--- src/rtl/pe_seq_ctrl.sv ---
// Sequencer for a NUM_PE-deep processing-element array.
// It accepts one command, configures the PE mode, and streams cmd_len input
// beats into the array. It then drains the array's valid pipe and pulses done.
module pe_seq_ctrl #(
  parameter int NUM_PE = 4,
  parameter int CNT_BW = 16
) (
  input  logic              clk,
  input  logic              rst,
  input  logic              cmd_valid,
  output logic              cmd_ready,
  input  logic [1:0]        cmd_op,
  input  logic [CNT_BW-1:0] cmd_len,
  input  logic              abort,
  input  logic              in_valid,
  output logic              in_ready,
  output logic [1:0]        gemm_uno,
  output logic              out_valid,
  output logic              busy,
  output logic              done
);

  typedef enum logic [2:0] {
    S_IDLE  = 3'd0,
    S_CFG   = 3'd1,
    S_FEED  = 3'd2,
    S_DRAIN = 3'd3,
    S_DONE  = 3'd4
  } state_t;

  state_t              state_q, state_d;
  logic [CNT_BW-1:0]   remaining_q, remaining_d;
  logic [1:0]          uno_q, uno_d;
  logic [NUM_PE-1:0]   pipe_q, pipe_d;
  logic                beat;
  logic                pipe_clr;

  // Next-state, counter and handshake decode; abort overrides everything last.
  always_comb begin
    state_d     = state_q;
    remaining_d = remaining_q;
    uno_d       = uno_q;
    cmd_ready   = 1'b0;
    in_ready    = 1'b0;
    done        = 1'b0;
    pipe_clr    = 1'b0;
    busy        = (state_q != S_IDLE);

    case (state_q)
      S_IDLE: begin
        cmd_ready = ~abort;
        if (cmd_valid && !abort) begin
          uno_d       = cmd_op;
          remaining_d = cmd_len;
          state_d     = S_CFG;
        end
      end
      S_CFG: begin
        state_d = (remaining_q != '0) ? S_FEED : S_DONE;
      end
      S_FEED: begin
        in_ready = 1'b1;
        if (in_valid) begin
          remaining_d = remaining_q - CNT_BW'(1);
          if (remaining_q == CNT_BW'(1)) begin
            state_d = S_DRAIN;
          end
        end
      end
      S_DRAIN: begin
        // Wait until every beat in flight has left the array.
        if (pipe_q == '0) begin
          state_d = S_DONE;
        end
      end
      S_DONE: begin
        done    = 1'b1;
        state_d = S_IDLE;
      end
      default: begin
        state_d = S_IDLE;
      end
    endcase

    // A cancelled command leaves nothing behind: no beats, no results, no done.
    if (abort && (state_q != S_IDLE)) begin
      state_d     = S_IDLE;
      remaining_d = '0;
      in_ready    = 1'b0;
      done        = 1'b0;
      pipe_clr    = 1'b1;
    end

    beat = in_valid & in_ready;
  end

  // Valid pipe mirrors the PE latency: a beat fed now emerges NUM_PE cycles later.
  genvar gi;
  generate
    for (gi = 0; gi < NUM_PE; gi++) begin : g_pipe
      if (gi == 0) begin : g_head
        assign pipe_d[gi] = ~pipe_clr & beat;
      end else begin : g_tail
        assign pipe_d[gi] = ~pipe_clr & pipe_q[gi-1];
      end
    end
  endgenerate

  // State, counter, mode and valid-pipe registers.
  always_ff @(posedge clk or posedge rst) begin
    if (rst) begin
      state_q     <= S_IDLE;
      remaining_q <= '0;
      uno_q       <= 2'b00;
      pipe_q      <= '0;
    end else begin
      state_q     <= state_d;
      remaining_q <= remaining_d;
      uno_q       <= uno_d;
      pipe_q      <= pipe_d;
    end
  end

  assign gemm_uno  = uno_q;
  assign out_valid = pipe_q[NUM_PE-1];

endmodule
--- config.mk ---
export PLATFORM = sky130hd
export DESIGN_NAME = pe_seq_ctrl
export DESIGN_NICKNAME = d
export VERILOG_FILES = /design/src/rtl/pe_seq_ctrl.sv
export SDC_FILE = /design/constraint.sdc
export NUM_CORES = 1
export LEC_CHECK = 0
export CORE_ASPECT_RATIO = 1.5
export CORE_MARGIN = 2
export CORE_UTILIZATION = 35
export DETAILED_ROUTE_END_ITERATION = 16
export PLACE_DENSITY = 0.53
export SETUP_SLACK_MARGIN = 0.4
export SYNTH_ARGS = -nofsm -noshare
export SYNTH_HDL_FRONTEND = slang
export SYNTH_SLANG_ARGS = --single-unit
export TNS_END_PERCENT = 20
--- constraint.sdc ---
create_clock -name clk -period 2.9 [get_ports clk]
set_input_delay 0.435 -clock clk [delete_from_list [all_inputs] [get_ports clk]]
set_output_delay 0.435 -clock clk [all_outputs]
set_load 0.02 [all_outputs]
# Word level (Yosys, flattened, before mapping)
# Cells that the tools add are included.
[op_classes]
n_reduce_logical = 11
n_addsub = 1
mux = 17
n_eq_ne = 9
n_bitwise = 7
[ops]
columns = ["op", "count"]
rows = [
  ["$mux 16", 3],
  ["$pmux 16 s2", 1],
  ["$mux 3", 6],
  ["$eq 16x1->1 const B", 1],
  ["$reduce_bool 16->1", 1],
  ["$sub 16x1->16 const B", 1],
  ["$ne 3x3->1 const B", 4],
  ["$pmux 3 s4", 1],
  ["$eq 3x2->1 const B", 2],
  ["$mux 1", 6],
  ["$reduce_bool 3->1", 2],
  ["$and 1x1->1", 5],
  ["$logic_not 4->1", 1],
  ["$reduce_and 4->1", 1],
  ["$eq 3x1->1 const B", 1],
  ["$eq 3x3->1 const B", 1],
  ["$logic_not 3->1", 1],
  ["$reduce_and 3->1", 1],
  ["$logic_and 1x1->1", 2],
  ["$not 1->1", 2],
  ["$reduce_and 2->1", 1],
  ["$logic_not 1->1", 1],
]
[totals]
ff_bits = 25
wordCells = 49
in_bits = 23

# Logic depth before layout (Yosys ltp)
[depth]
depth_word = 5
ltp_mapped = 7

# Worst setup path before layout
# No wires, ideal clock.
[synth_timing]
path_kind = "reg2reg"
startpoint = "reg state_q[2]"
endpoint = "reg uno_q[0] (netlist: gemm_uno[0])"
required_time_ps = 2775
stages_incl_launch_ff = 6
arrival_ps = 1975
path_slack_ps = 800
path_buffers = 2
path_cell_list = "dfrtp_1 buf_2 nor4_1 and2_1 clkbuf_1 mux2_2"
[synth_between]
elab_chain_cells = 2
[synth_rtl]
columns = ["item", "line", "text"]
rows = [
  ["from (decl)", "31", "state_t state_q, state_d;"],
  ["from (signal assigned)", "117", "state_q <= state_d;"],
  ["$logic_not 3->1", "49", "case (state_q)"],
  ["$reduce_and 2->1 (no source line)", "-", ""],
  ["to (signal assigned)", "119", "uno_q <= uno_d;"],
  ["to (decl)", "33", "logic [1:0] uno_q, uno_d;"],
]
# Every way passes these cells.
# A chain may end at the register's enable or synchronous reset.

# Worst setup path after layout
[layout_timing]
startpoint = "in abort"
endpoint = "out done"
[layout_between]
elab_chain_cells = 2
[layout_rtl]
columns = ["item", "line", "text"]
rows = [
  ["from (decl)", "14", "input logic abort,"],
  ["$logic_and 1x1->1", "86", "if (abort && (state_q != S_IDLE)) begin"],
  ["$mux 1", "86", ""],
  ["to (decl)", "20", "output logic done"],
]
# Every way passes these cells.

==> results.md <==
* Worst Tran Pin Value at 735 ps
* Yosys reg bits at 25
* Worst setup EP type: output port
* Area delta synth->final at 20.4%
* Final Cycle Share at 0.826
* # diodes at 0
* CTS buffer count at 3
* DR vias/cell at 6.05
* Syn avg cell area at 9.60 um^2
* Setup violators final at 0
* Layout cells sized above 1 at 0.0990
* Skew final at 1.29 ps
* Reg area at 626 um^2
* DRT antenna net count at 0
* Count leader, synth: dfrtp_1
* Critical path cell sequence: clkdlybuf4s50_1, nor4b_1, clkdlybuf4s50_1
* Worst-Skew Late Latency at 270 ps
* Dpl hpwl at 3.09 mm
* # fillers at 473
* Critical-path maximum fanout at 8
* Peak supply drop at 0.000256 V
* Headroom to the max-slew limit at 0.509
* Initial cell density of the core at 0.364
* CTS tree: done
* Postcts setup bufs at 0
* Row cnt at 30
* Worst Setup Start Kind: primary input
* Synth top area share at 0.381
* Synth Cell Area at 1640 um^2
* Synth area leader: dfrtp_1
* Max Clk Rate at 418 MHz
* Worst min path class: primary input to asynchronous set/reset pin
* Max incr delay on CP at 660 ps
* Multi-input logic area at 917 um^2
* Final Hold Fails at 0
* Vias in the first global route at 1506
* CP Class: primary input to output port
* Largest net degree at the start of global routing at 20
* EDFF count, synth at 0
* Status: finished, final reports clean
* Synth async-reset ratio at 1.00
* Most frequent CP cell: clkdlybuf4s50_1
* CTS root buf: clkbuf_8
* CP endpoint: done
* Avg WL per Cell at 17.5 um
* Worst R2R End: remaining_q[1]
* Crit path DAT at 1960 ps
* Ys Warns at 0
* Initial antenna violation count at 0
* Drt total wl at 4.19 mm
* Sequential area share after synthesis at 0.381
* # IOs at 30
* Worst reg2reg path depth at 4
* Finished Layout Cells at 240
* First-pass GRT wire length at 7.31 mm
* H-Tree Level Count at 1
* CP required at 2470 ps
* Count of different cell masters after synthesis at 52
* DR pass1 iterations at 4
* Total gr overflow at 0
* Gpl congestion at 0.744
* Synth Flop Type: dfrtp_1
* Num Clock Sinks at 25
* Reg2reg start: state_q[0]
* Die area at 5270 um^2
* Slowest CP cell: clkdlybuf4s50_1
* Final TNS setup at 0 ps
* CTS Hold Bufs at 0
* Pleak at 0.798 nW
* Placed Cells at 236
* Die width at 59.9 um
* Pwr/cell area at 649 nW/um^2
* Core ar. at 4500 um^2
* CTS clk-pin slew, worst paths at 90 ps
* Nets at 219
* Top cells by count, synth: dfrtp_1, nand2_1, a21oi_1, nor4_1
* Placed cell area at 1920 um^2
* Tot GR Track Use at 0.181
* I/O Buffers at 29
* Final min period at 2390 ps
* Synth area leaders: dfrtp_1, nor4_1, o2bb2ai_1
* Max-cap violations at 0
* Synth Instances at 171
* Setup slack, reg-to-reg at 740 ps
* Net count after synthesis at 197
* Pins Over Slew Limit at 0
* Setup crit start: abort
* DRC viols at 0
* Die height at 87.9 um
* RSZ-0062 raised after global routing: no
* Clk buf depth at 2
* First DRT Iteration DRCs at 49
* Vias at 1451
* Design area at 1980 um^2
-- layout by cell type, fill, tap and decap left out, types with 4 or more instances in the layout --
| cell | n |
|---|---|
| a21oi_1 | 10 |
| a211o_1 | 4 |
| nand2_1 | 12 |
| inv_1 | 5 |
| dfrtp_1 | 25 |
| nor3_1 | 8 |
| o2bb2ai_1 | 6 |
| nor2_1 | 8 |
| nor4_1 | 9 |
| nor3b_1 | 4 |
| o22ai_1 | 5 |
| nor2b_1 | 4 |
| clkdlybuf4s50_1 | 29 |
| o21ai_0 | 4 |
-- cell type report --
class                           instances  share of cell area
Sequential cell                        25               0.317
Inverter                                5             0.00950
Multi-Input combinational cell        127               0.464
Clock inverter                          1             0.00380
Tap cell                               48              0.0304
Timing Repair Buffer                   31               0.155
Clock buffer                            3              0.0209
-- worst max-delay path: cells and delay by family --
family | cells | cell delay [ps]
and+or+nand+nor | 1 | 310
buffers and inverters | 2 | 1210
-- logic make-up after synthesis --
family | after synthesis | synth area share
and+or+nand+nor | 74 | 0.288
xor gates and xnor gates | 1 | 0.00534
buffers and inverters | 19 | 0.0655
muxes | 6 | 0.0389
DFF | 25 | 0.381
AOI/OAI and AO/OA | 43 | 0.198
adders and majority gates | 3 | 0.0229
-- repair_timing --
item,4_1_cts,5_1_grt
setup endpoints to repair,0,1
resized for setup,0,1
hold endpoints to repair,0,0
-- metal layers --
metal / global-route usage / vias up / part of all wire / routed length (um)
li1: - / 689 / - / -
met1: 0.226 / 731 / 0.42 / 1740
met2: 0.312 / 27 / 0.53 / 2230
met3: 0.0222 / 4 / 0.037 / 155
met4: 0.0646 / 0 / 0.013 / 56
met5: 0 / - / 0 / 0
-- how the worst min path moves through the flow --
stage / start / slack [ps] / cells past startpoint / to
6_report: rst / 490 / 2 / gemm_uno[1]
5_1_grt: rst / 530 / 2 / pipe_q[3]
4_1_cts: rst / 500 / 2 / gemm_uno[1]
3_5_place_dp: pipe_q[1] / 490 / 1 / pipe_q[2]
3_3_place_gp: pipe_q[2] / 480 / 1 / pipe_q[3]
2_1_floorplan: rst / 460 / 1 / gemm_uno[0]
-- sequential cells by signal, summed over array words and instances, names as in the netlist --
name         flops
gemm_uno         2
pipe_q           4
remaining_q     16
state_q          3
-- metrics by stage --
| stage | total power [W] | hold slack [ps] | setup slack [ps] | util |
|---|---|---|---|---|
| CTS | 0.00129 | 500 | 452 | 0.437 |
| floorplan | 0.000935 | 462 | 800 | - |
| finish | 0.00128 | 488 | 506 | 0.439 |
| global route | 0.00138 | 534 | 434 | 0.439 |
| global placement | 0.00105 | 477 | 409 | 0.426 |
| detailed placement | 0.00107 | 489 | 361 | 0.426 |
-- where the power goes --
group	total, W	internal (W)	leakage [nW]	switching [W]
sequential	0.000550	0.000429	0.324	0.000121
clock	0.000218	0.0000975	0.0217	0.000120
combinational	0.000515	0.000236	0.452	0.000279
Power figures use the tool's default switching activity.
